### src/rtl/mult_shift_add_nbit_pkg.sv
// mult_shift_add_nbit_pkg
// Shared types and helpers for the sequential shift-and-add multiplier:
// the controller state encoding and a constant-evaluable clog2 used to size
// the iteration counter.
package mult_shift_add_nbit_pkg;

    typedef enum logic [1:0] {
        IDLE = 2'd0,
        RUN  = 2'd1,
        DONE = 2'd2
    } state_t;

    // Ceiling log2, usable in parameter/localparam expressions.
    function automatic int clog2(input int value);
        int result;
        result = 0;
        for (int v = value - 1; v > 0; v = v >> 1) begin
            result++;
        end
        return result;
    endfunction

endpackage

### src/rtl/mult_shift_add_nbit_adder.sv
// AdderNbit
// N-bit ripple-carry adder from the original combinational multiplier
// datapath; used by the sequential multiplier for the acc_hi + mcand step.
module AdderNbit
    import mult_shift_add_nbit_pkg::*;
#(
    parameter int N = 6
) (
    input  logic [N-1:0] a,
    input  logic [N-1:0] b,
    input  logic         cin,
    output logic [N-1:0] sum,
    output logic         cout
);

    logic [N:0] carry;

    // Ripple the carry bit by bit through a chain of full adders.
    always_comb begin
        carry    = '0;
        sum      = '0;
        carry[0] = cin;
        for (int i = 0; i < N; i++) begin
            sum[i]       = a[i] ^ b[i] ^ carry[i];
            carry[i + 1] = (a[i] & b[i]) | (carry[i] & (a[i] ^ b[i]));
        end
        cout = carry[N];
    end

endmodule

### src/rtl/mult_shift_add_nbit.sv
// mult_shift_add_nbit
// Sequential shift-and-add multiplier: accepts N-bit a/b on a valid/ready
// handshake, performs one partial-product add per clock for N clocks, then
// holds the 2N-bit product on an output valid/ready handshake.
// Optional feature macro: MULT_SIGNED_EN (two's-complement operands/product,
// implemented as magnitude multiply followed by a conditional negate).
module mult_shift_add_nbit
    import mult_shift_add_nbit_pkg::*;
#(
    parameter int N = 6
) (
    input  logic           clk,
    input  logic           rst,
    input  logic           in_valid,
    output logic           in_ready,
    input  logic [N-1:0]   a,
    input  logic [N-1:0]   b,
    output logic           out_valid,
    input  logic           out_ready,
    output logic [2*N-1:0] product,
    output logic           busy
);

    localparam int CW = clog2(N) + 1;

    state_t         state;
    state_t         next_state;
    logic [N-1:0]   mcand;
    logic [N-1:0]   acc_hi;
    logic [N-1:0]   acc_lo;
    logic [CW-1:0]  count;
    logic [N-1:0]   add_b;
    logic [N-1:0]   sum;
    logic           cout;
    logic [2*N-1:0] shifted;
    logic [2*N-1:0] result;
    logic [N-1:0]   mag_a;
    logic [N-1:0]   mag_b;
    logic           last_step;

    // Add mcand only when the current multiplier bit is set; adding zero
    // reproduces {0, acc_hi} so a single adder covers both cases.
    assign add_b = acc_lo[0] ? mcand : '0;

    AdderNbit #(.N(N)) u_adder (
        .a    (acc_hi),
        .b    (add_b),
        .cin  (1'b0),
        .sum  (sum),
        .cout (cout)
    );

    // Accumulator after this step's add and right shift.
    assign shifted   = {cout, sum, acc_lo[N-1:1]};
    assign last_step = (count == CW'(N - 1));

`ifdef MULT_SIGNED_EN
    logic sign;

    // Multiply magnitudes; the most negative value maps to 2^(N-1), which
    // still fits an N-bit unsigned magnitude.
    assign mag_a  = a[N-1] ? -a : a;
    assign mag_b  = b[N-1] ? -b : b;
    assign result = sign ? -shifted : shifted;

    // Capture the product sign together with the operands.
    always_ff @(posedge clk or posedge rst) begin
        if (rst) begin
            sign <= 1'b0;
        end else if (state == IDLE && in_valid) begin
            sign <= a[N-1] ^ b[N-1];
        end
    end
`else
    assign mag_a  = a;
    assign mag_b  = b;
    assign result = shifted;
`endif

    // State register.
    always_ff @(posedge clk or posedge rst) begin
        if (rst) begin
            state <= IDLE;
        end else begin
            state <= next_state;
        end
    end

    // Next-state and handshake outputs; in_ready and out_valid come from
    // distinct states so they can never be high together.
    always_comb begin
        next_state = state;
        in_ready   = 1'b0;
        out_valid  = 1'b0;
        busy       = 1'b0;
        case (state)
            IDLE: begin
                in_ready = 1'b1;
                if (in_valid) next_state = RUN;
            end
            RUN: begin
                busy = 1'b1;
                if (last_step) next_state = DONE;
            end
            DONE: begin
                busy      = 1'b1;
                out_valid = 1'b1;
                if (out_ready) next_state = IDLE;
            end
            default: next_state = IDLE;
        endcase
    end

    // Datapath: load on accept, shift-add while running, latch the product
    // on the final step and keep it until the next result overwrites it.
    always_ff @(posedge clk or posedge rst) begin
        if (rst) begin
            mcand   <= '0;
            acc_hi  <= '0;
            acc_lo  <= '0;
            count   <= '0;
            product <= '0;
        end else begin
            case (state)
                IDLE: begin
                    if (in_valid) begin
                        mcand  <= mag_a;
                        acc_lo <= mag_b;
                        acc_hi <= '0;
                        count  <= '0;
                    end
                end
                RUN: begin
                    {acc_hi, acc_lo} <= shifted;
                    count            <= count + CW'(1);
                    if (last_step) begin
                        product <= result;
                    end
                end
                default: ;
            endcase
        end
    end

endmodule

### config.mk
export PLATFORM = sky130hd
export DESIGN_NAME = mult_shift_add_nbit
export DESIGN_NICKNAME = d
export VERILOG_FILES = /design/src/rtl/mult_shift_add_nbit_pkg.sv /design/src/rtl/mult_shift_add_nbit_adder.sv /design/src/rtl/mult_shift_add_nbit.sv
export SDC_FILE = /design/constraint.sdc
export NUM_CORES = 1
export LEC_CHECK = 0
export ABC_CLOCK_PERIOD_IN_PS = 4300
export CAP_MARGIN = 20
export CORE_MARGIN = 2
export CORE_UTILIZATION = 54
export CTS_BUF_LIST = sky130_fd_sc_hd__clkbuf_8
export CTS_CLUSTER_DIAMETER = 200
export CTS_CLUSTER_SIZE = 12
export DETAILED_ROUTE_END_ITERATION = 16
export MAX_ROUTING_LAYER = met4
export PLACE_DENSITY_LB_ADDON = 0.08
export SYNTH_ARGS = -nofsm -noshare
export SYNTH_HDL_FRONTEND = slang
export SYNTH_SLANG_ARGS = --single-unit
### constraint.sdc
create_clock -name clk -period 4.3 [get_ports clk]
set_clock_uncertainty 0.05 [all_clocks]
set_input_delay 0.43 -clock clk [delete_from_list [all_inputs] [get_ports clk]]
set_output_delay 0.43 -clock clk [all_outputs]
set_load 0.005 [all_outputs]
After elaboration in Yosys (flattened, before gate mapping). Index checks and enable logic that the tools add are counted.

Bits of input ports: 16. Register bits: 36. Logic and storage cells: 61.

Bitwise gates (word level): 27. Equality and inequality tests: 6. Mux-type cells: 14. Reductions and logical operators: 7. $add $sub $neg: 1.

Operator list (count): one-hot mux 6 bit (2 select lines) (2); 2-to-1 mux 6 bit (3); AND 1 bit (11); XOR 1 bit (11); one-hot mux 4 bit (2 select lines) (1); 2-to-1 mux 2 bit (3); != test 2 bit (second input constant) (3); one-hot mux 2 bit (3 select lines) (1); AND reduction 2 bit (3); OR 1 bit (5); adder 4 x 1 -> 4 bit (second input constant) (1); == test 4 x 3 -> 1 bit (second input constant) (1); 2-to-1 mux 4 bit (1); 2-to-1 mux 1 bit (3); AND reduction 3 bit (1); == test 2 x 1 -> 1 bit (second input constant) (1); == test 2 bit (second input constant) (1); logical NOT 2 bit (1); nonzero test 2 bit (1); OR reduction 2 bit (1).

Depth between registers and ports, before layout. Gate-level depths: netlist (run 1).

Depth in word-level cells: 13. Mapped depth: 10. Mapped depth without buffers: 10.

Modules after synthesis. A second synthesis (run 1) with hierarchy kept.

Cell total of the unflattened synthesis: 154. Area total of the unflattened synthesis: 1771.7 µm².

Modules (own cells, without submodules): mult_shift_add_nbit (instances 1, sequential area each 900.9 µm², cells an instance 138, area each 1614.0 µm²); AdderNbit (instances 1, sequential area each 0.0 µm², cells an instance 16, area each 157.7 µm²).

Worst setup path before layout (run 1). No wires, ideal clock.

Path type: reg-to-reg. From: register acc_lo[0]. To: register acc_hi[4]. Stages on the path, launching flop included: 11. Clock period less this slack: 3230 ps. Data required time: 4160 ps. Data arrival time: 3090 ps. Slack: 1070 ps. Path buffers: 0. Setup time: 90 ps. Cells stage by stage: dfrtp_1 -> and2_1 -> ha_1 -> inv_1 -> fa_1 -> fa_1 -> fa_1 -> fa_1 -> fa_1 -> mux2_2 -> o221ai_1.

Word-level cells in the longest chain between the ends: 12. Elaborated cells between the ends (all ways): 21.

RTL lines: from (decl) (line mult_shift_add_nbit.sv:30) `logic [N-1:0] acc_lo;`; from (signal assigned) (line mult_shift_add_nbit.sv:128) `acc_lo <= mag_b;`; from (signal assigned) (line mult_shift_add_nbit.sv:134) `{acc_hi, acc_lo} <= shifted;`; 2-to-1 mux 6 bit (*) (line mult_shift_add_nbit.sv:43) `assign add_b = acc_lo[0] ? mcand : '0;`; AND 1 bit / XOR 1 bit (equally long branches) (line mult_shift_add_nbit_adder.sv:25) `carry[i + 1] = (a[i] & b[i]) | (carry[i] & (a[i] ^ b[i]));`; AND 1 bit (line mult_shift_add_nbit_adder.sv:25); OR 1 bit (line mult_shift_add_nbit_adder.sv:25); AND 1 bit (line mult_shift_add_nbit_adder.sv:25); OR 1 bit (line mult_shift_add_nbit_adder.sv:25); AND 1 bit (line mult_shift_add_nbit_adder.sv:25); OR 1 bit (line mult_shift_add_nbit_adder.sv:25); AND 1 bit (line mult_shift_add_nbit_adder.sv:25); OR 1 bit (line mult_shift_add_nbit_adder.sv:25); XOR 1 bit (*) (line mult_shift_add_nbit_adder.sv:24) `sum[i] = a[i] ^ b[i] ^ carry[i];`; one-hot mux 6 bit (2 select lines) (*) (line mult_shift_add_nbit.sv:124) `case (state)`; to (signal assigned) (line mult_shift_add_nbit.sv:134); to (decl) (line mult_shift_add_nbit.sv:29) `logic [N-1:0] acc_hi;`.

Mark *: on every way between the ends. The rest lies on a longest branch, timed or not. A chain may end at the register's enable or synchronous reset.

Final worst setup path (run 1). Same ends and word-level chain as after synthesis.

==> results of run 1 <==
-- area by class of cell --
class	instances	area share
timing repair buffer	31	0.139
sequential	36	0.408
tap	44	0.0249
inverter	16	0.0272
clock buffer	7	0.0437
multi-input combinational	110	0.357
-- power by group through the flow --
stage | combinational (mW) | sequential [mW] | clock (mW)
after global placement | 0.782 | 0.593 | 0
after floorplan | 0.556 | 0.581 | 0
final | 0.826 | 0.600 | 0.260
after CTS | 0.830 | 0.599 | 0.261
after detailed placement | 0.828 | 0.603 | 0
after global routing | 0.933 | 0.616 | 0.275
-- through the flow --
stage	instances	setup WS (ns)
3_3_place_gp	237	1.01
6_report	244	0.879
2_1_floorplan	169	1.07
3_5_place_dp	237	0.881
5_1_grt	244	0.750
4_1_cts	244	0.886
-- Yosys cell counts, types with 2 or more instances --
cell,instances
nor3_1,4
a22oi_1,5
inv_1,16
mux2i_1,2
a31oi_1,2
ha_1,6
o21ai_0,22
mux2_2,11
o221ai_1,6
buf_2,5
fa_1,5
nand2_1,29
dfrtp_1,36
clkbuf_1,2
nand2b_1,4
-- cell families (layout without fill, tap and decap cells) --
kind of cell,after synthesis,after routing,share of synthesized area
AO/OA/AOI/OAI,39,39,0.138
adder cells (fa/ha/maj),11,11,0.0984
buffers and inverters,23,54,0.0520
flip-flops,36,36,0.506
multiplexers,13,13,0.0808
AND/OR/NAND/NOR,47,47,0.124
-- final timing paths --
check | slack [ns] | cells past startpoint | end | start
max | 0.88 | 10 | acc_hi[4] | acc_lo[0]
min reg2reg | 0.43 | 2 | product[2] | product[2]
min | 0.43 | 2 | product[2] | product[2]
max in group asynchronous | 3.38 | 3 | mcand[1] | rst
max reg2reg | 0.88 | 10 | acc_hi[4] | acc_lo[0]
min in group asynchronous | 0.49 | 3 | product[7] | rst
-- layout by cell type, fill, tap and decap left out, types with 5 or more instances in the layout --
cell / synthesis / routed
a22oi_1: 5 / 5
clkbuf_8: 0 / 7
inv_1: 16 / 16
o21ai_0: 22 / 22
dfrtp_1: 36 / 36
clkdlybuf4s50_1: 0 / 30
ha_1: 6 / 6
o221ai_1: 6 / 6
fa_1: 5 / 5
mux2_2: 11 / 11
nand2_1: 29 / 29
-- worst register-to-register path: stages (launching register included) --
cell and delay (ns):
dfrtp_1 0.46, and2_1 0.16, ha_1 0.13, inv_1 0.05
fa_1 0.39, fa_1 0.40, fa_1 0.39, fa_1 0.39
fa_1 0.48, mux2_2 0.28, o221ai_1 0.16
-- registers in the layout, indices dropped and copies added, names as in the netlist --
signal / count
acc_lo: 6
state: 2
acc_hi: 6
count: 4
mcand: 6
product: 12
-- per-layer routing --
layer	up-vias	part of all wire	wire [um]	track usage
met2	45	0.46	1630	0.324
met3	4	0.064	229	0.0714
met5	-	0	0	-
met1	638	0.47	1660	0.294
li1	643	-	-	-
met4	0	0.0096	34	0.0638
==> results.md, run 1 <==
- The clock group share of total power is 0.154.
- The dominant delay contributor by cell family on the critical path is adder cells.
- The via count of the first global-routing pass was ~1300.
- The share of the cycle needed by the critical path after routing is 0.796.
- The clock tree from TritonCTS is built.
- The routed length per instance is 14.6 um.
- The combinational group share of total power is 0.490.
- The switching part of the total power is 0.380.
- After synthesis, the mean cell area works out to 10.5 um^2.
- Global routing finished with a remaining overflow of 0.
- Max-cap violations in this run came to 0.
- The filler cell count in the final layout is around 270.
- The global-route total usage across every layer is 0.220.
- The placement-stage cell area is 2110 um^2.
- In this design, the stage delay of the slowest critical-path cell is 0.48 ns.
- Hold timing on the final database bottoms out at a slack of roughly 0.43 ns.
- The buffers inserted during post-CTS setup optimization is 0.
- The multi-input combinational cells in the finished layout cover a total of approximately 790 um^2.
- Using the TritonRoute via totals, the vias-per-cell ratio works out to around 5.5.
- The floorplan step defined a die boundary enclosing 3770 um^2.
- The share of synthesized area in the top cell type comes to 0.506.
- The first routing iteration left 52 violations.
- The share of power burned in registers is 0.356.
- Of all nets on the critical path, the largest fanout is 8.
- For this design the total switching power over the nets is between 0.6 and 0.7 mW.
- Yosys attributes the largest share of cell area to dfrtp_1 (51%), mux2_2 (7.0%), o21ai_0 (6.2%), nand2_1 (6.1%), fa_1 (5.6%).
- Setup repair after global routing left no endpoint under its margin.
- Once detailed placement completed, the half-perimeter wirelength came to around 2.5 mm.
- The analysis attributes to cell leakage a power of 0.950 nW.
- The design internal power is around 1.0 mW.
- The number of enable flip-flop cells after synthesis is 0.
- The largest net degree at the start of global routing is 37.
- The synthesized netlist occupies a cell area of roughly 1800 um^2.
- The arrival time of data at the critical path endpoint is roughly 3.6 ns.
- The area of the core is around 3100 um^2.
- The fraction of final layout cells with drive strength greater than 1 is 0.0950.
- Synthesis handed over a netlist of roughly 170 instances.
- The chip width is 61.4 um.
- The via count of the routed design is about 1300.
- Buffers inserted during clock tree synthesis total 5.
- Registers take 901 um^2.
- The final antenna diode count is 0.
- The number of clock sinks is 36.
- With fillers left out, the area of the finished cells amounts to 2210 um^2.
- The library cell contributing the largest single delay on the critical path is fa_1.
- The number of different library cells used by synthesis comes to 29.
- The smallest clock period supported by the final layout is computed as roughly 3.4 ns.
- The first detailed-routing pass took 4 iterations.
- The worst-case IR drop observed on VDD is between 400 and 500 uV.
- The final wirelength is 3.56 mm.
- The initial antenna violation count is 0.
- Adding up every negative setup slack in the final design gives 0 ns.
- The residual DRC count is 0.
- The most frequent cell on the critical path is fa_1.
- The startpoint type of the worst setup path is a register.
- Of the synthesized area, sequential elements account for 0.506.
- The area added between synthesis and finish is 24.0%.
- The maximum level of the CTS H-tree is 2.
- The worst slew margin relative to its limit is 0.477.
- The final core utilization is 0.711.
- The number of buffers added to fix hold violations after cts is 0.
- The number of buffers inserted by port buffering is 30.
- The count of standard-cell rows is 20.
- The overall die height is a little over 60 um.
- The cell taking the most area after synthesis is dfrtp_1.
- The top-level I/O count is 31.
- The critical path start-end classification is register to register.
- The power density normalized to cell area is ~760 nW/um^2.
- The total count of max-transition violations in the final report came to 0.
- The warning count from the yosys run is 0.
- The clock input transition at the sequential cells of the worst setup and hold paths is ~0.070 ns.
- For the worst setup path, the data required time is approximately 4.5 ns.
- Among all flip-flop cells after synthesis, the most frequent one is dfrtp_1.
- The largest buffer count on any clock path is 2.
- Clock latency on the worst-skew pair, taken at its later pin, is between 0.2 and 0.3 ns.
- Together, buffers and inverters on the worst path number 1.
- The number of nets handed over by synthesis was 196.
- At the pin with the least slew margin, the transition time is about 0.8 ns.
- The number of cells upsized or downsized after cts is 0.
- For this run, the top clock speed supported by timing is approximately 290 MHz.
- The run finished with clean final reports.
- Total power for the finished layout comes to around 1.7 mW.
- For this configuration, the core starts out at a cell density of 0.574.
- At the end of routability-driven placement, the weighted congestion stood at approximately 0.84.
- The number of hold violations in the final report is 0.
- The net count of the finished layout is ~230.
- The path class of the tightest hold or removal check is register to register.
- Setup violations remaining at the end of the flow were counted as 0.
- The share of synthesized registers carrying an async set or reset is 1.00.
- In this run, synthesis produced a sequential element count of 36.
- The count of antenna-violating nets left after detailed routing is 0.
- The signal on the critical path passes through and2_1 > ha_1 > inv_1 > fa_1 > fa_1 > fa_1 > fa_1 > fa_1 > mux2_2 > o221ai_1.
- The first global-routing pass estimated just under 6 mm of wire.
- The sort of element at the end of the critical path is a register.
- The root buffer cell chosen for the clock tree is clkbuf_8.
No activity file was read; power rests on OpenSTA's default activity.
==> run 2: changes to the inputs <==
--- a/config.mk
+++ b/config.mk
@@ -5,10 +5,10 @@
 export SDC_FILE = /design/constraint.sdc
 export NUM_CORES = 1
 export LEC_CHECK = 0
-export ABC_CLOCK_PERIOD_IN_PS = 4300
+export ABC_CLOCK_PERIOD_IN_PS = 2840
 export CAP_MARGIN = 20
 export CORE_MARGIN = 2
-export CORE_UTILIZATION = 54
+export CORE_UTILIZATION = 49
 export CTS_BUF_LIST = sky130_fd_sc_hd__clkbuf_8
 export CTS_CLUSTER_DIAMETER = 200
 export CTS_CLUSTER_SIZE = 12
==> constraint.sdc (replaced) <==
create_clock -name clk -period 2.84 [get_ports clk]
set_clock_uncertainty 0.05 [all_clocks]
set_input_delay 0.284 -clock clk [delete_from_list [all_inputs] [get_ports clk]]
set_output_delay 0.284 -clock clk [all_outputs]
set_load 0.005 [all_outputs]
==> run 2 against run 1 <==
The flow now finishes with violations (setup timing). Clock power up 47%. First-iteration DRC count up 19%. Cell count up 2.9%. Total power up 62%. Non-clock buffer count up 5. Final area up 4.0%. Via count up 2.1%. Combinational power up 76%. Sequential power up 50%. Critical path depth unchanged. Hold slack worse by 0.068 ns. Register-to-register slack worse by 1.1 ns. Critical path type unchanged. Critical endpoint unchanged. Largest cell class unchanged.
==> results.md, run 2 (synthesis gave the netlist of run 1 again) <==
- The worst setup path is captured at a register.
- The count of antenna-violating nets left after detailed routing is 0.
- The residual DRC count is 0.
- At the worst endpoint, the required time is between 2 and 3 ns.
- The worst setup path is launched from a register.
- In the routed layout, each cell is associated on average with a via count of 5.41.
- The total CTS buffers is 5.
- The number of hold violations in the final report was 0.
- The top-level I/O count is 31.
- The total iterations of the first detailed-routing run is 4.
- The count of standard-cell rows is 21.
- The die covers between 4000 and 5000 um^2.
- The final core utilization is 0.672.
- Clock-pin slew was measured on the worst setup and hold paths at ~0.070 ns.
- The area of the core is 3420 um^2.
- The overall power after layout is 2.73 mW.
- Buffers placed on the I/O ports in this run total 30.
- The number of cells on the worst reg-to-reg path is 10.
- Setup repair after global routing could not meet its margin everywhere.
- The worst slew margin relative to its limit is 0.492.
- The final reports fail on setup timing.
- Of the cells placed in the final design, the portion with a size suffix greater than 1 is 0.166.
- The initial utilization of the core area, before any placement, comes to 0.521.
- In the final routed layout, each cell accounts on average for 14.9 um.
- The H-tree generated during clock tree synthesis spans 2 levels.
- After detailed routing, the total wire length is around 3.7 mm.
- Dividing the final minimum period by the clock period gives 1.06.
- The area growth from synthesis to layout is 28.9%.
- Entering global routing, the biggest net connects 37 pins.
- After clock tree synthesis, the flow added hold-fix buffers numbering 0.
- Setup total negative slack on the finished layout was measured at -0.280 ns.
- For this run, the post-layout net count is approximately 230.
- The register with the most flip-flops is product.
- Across every metal layer, demand over resource in global routing totals 0.212.
- Once routing completed, OpenROAD measured the worst setup slack at -0.185 ns.
- The worst register-to-register path has a setup slack of -0.18 ns.
- The detailed-routed wire length on met3 is ~180 um.
- The flip-flop count of the largest register, all copies and words added is 12.
- The wire length the detailed router placed on met1 is 1.61 mm.
- The clock tree from TritonCTS is built.
- The chip width is around 64 um.
- Based on the critical path, the design can be clocked at up to around 330 MHz.
- The via count of the first global-routing pass was around 1400.
- The number of antenna diodes in the final layout is 0.
- The smallest clock period supported by the final layout is computed as 3.02 ns.
- Data on the critical path arrives at its endpoint at between 3 and 4 ns.
- Summed over all nets, the half-perimeter wirelength after detailed placement is about 2.7 mm.
- The largest voltage drop on the vdd net is 697 uV.
- The critical path start-end classification is register to register.
- The total overflow reported by the global router is 0.
- The startpoint of the lowest-slack register-to-register path is acc_lo[0].
- The layout has approximately 280 filler cells.
- The largest buffer count on any clock path is 2.
- At the pin with the least slew margin, the transition time is roughly 0.76 ns.
- The first global-routing pass estimated approximately 6.5 mm of wire.
- The clock latency on the worst-skew pair is approximately 0.28 ns.
- For this design the ratio of total power to cell area is about 1200 nW/um^2.
- In the layout the commonest cells are dfrtp_1 (36), clkdlybuf4s50_1 (30), nand2_1 (29).
- The tool flagged a number of max-cap violations equal to 0.
- The run finished, with violations left.
- The die is roughly 64 um tall.
- Leaving out fill and tap cells, the most frequent cell in the layout is dfrtp_1.
- The final weighted congestion in routability-driven placement is 0.787.
- The number of clock sinks is 36.
- The final setup violation count is 3.
- The destination of the worst register-to-register timing path is acc_hi[4].
- The via count of the routed design is roughly 1400.
- The final-layout worst hold slack is between 0.3 and 0.4 ns.
- The clock root buffer is clkbuf_8.
- The leakage power summed over all cells is 0.986 nW.
- In this run the worst path has a maximum fanout of 3.
- The first-iteration detailed-routing DRC count is 62.
- The type of the tightest min-delay check is input pin to asynchronous set/reset pin.
- Routed signal wires occupy layers up through met4.
- The routed design uses ~1.9 mm of met2 wire.
- The initial antenna violation count is 0.
- The total count of max-transition violations in the final report is 0.
run 2: cell type report:
class / instances / area (um^2) / share of cell area
multi-input cells: 110 / 835 / 0.364
repair buffers: 36 / 345 / 0.150
flip-flops and latches: 36 / 901 / 0.393
clock buffers: 7 / 96.3 / 0.0420
inverters: 16 / 60.1 / 0.0262
well taps: 46 / 57.6 / 0.0251
run 2: power breakdown:
group / leakage, nW / switching [mW] / internal, mW
registers: 0.456 / 0.152 / 0.747
clock network: 0.0503 / 0.166 / 0.216
logic: 0.479 / 0.707 / 0.745
run 2: metrics by stage:
step	cells	area (um^2)	setup WS, ns
after global routing	251	2290	-0.254
after global placement	242	2150	-0.122
after detailed placement	242	2150	-0.200
final	251	2290	-0.185
after CTS	249	2260	-0.197
after floorplan	169	1800	-0.195
run 2: worst max-delay path, stage by stage (launching register included):
cell	delay [ns]
dfrtp_1	0.35
and2_4	0.15
ha_4	0.11
inv_2	0.03
fa_2	0.33
fa_2	0.35
fa_2	0.35
fa_2	0.34
fa_2	0.45
mux2_4	0.28
o221ai_2	0.15
run 2: per-layer routing:
layer,track usage,vias up
met3,0.0387,7
met4,0.0745,0
met1,0.260,666
met2,0.353,34
met5,-,-
li1,-,651
run 2: how the worst max path moves through the flow:
| stage | start | endpoint | slack, ns |
|---|---|---|---|
| floorplan | acc_lo[0] | acc_hi[4] | -0.19 |
| global placement | acc_lo[0] | acc_hi[4] | -0.12 |
| detailed placement | acc_lo[0] | acc_hi[4] | -0.20 |
| CTS | acc_lo[0] | acc_hi[4] | -0.20 |
| global route | acc_lo[0] | acc_hi[4] | -0.25 |
| finish | acc_lo[0] | acc_hi[4] | -0.18 |
run 2: repair_timing:
item                                    CTS  global route
resized for setup                         2             7
pin swaps                                 0             0
endpoints found under the setup margin    2             5
buffers inserted                          0             2
==> run 3: changes to the inputs <==
--- a/config.mk
+++ b/config.mk
@@ -11,7 +11,6 @@
 export CORE_UTILIZATION = 49
 export CTS_BUF_LIST = sky130_fd_sc_hd__clkbuf_8
 export CTS_CLUSTER_DIAMETER = 200
-export CTS_CLUSTER_SIZE = 12
 export DETAILED_ROUTE_END_ITERATION = 16
 export MAX_ROUTING_LAYER = met4
 export PLACE_DENSITY_LB_ADDON = 0.08
==> results of run 3 <==
The final DEF is identical to that of run 2; final timing and power are the same.
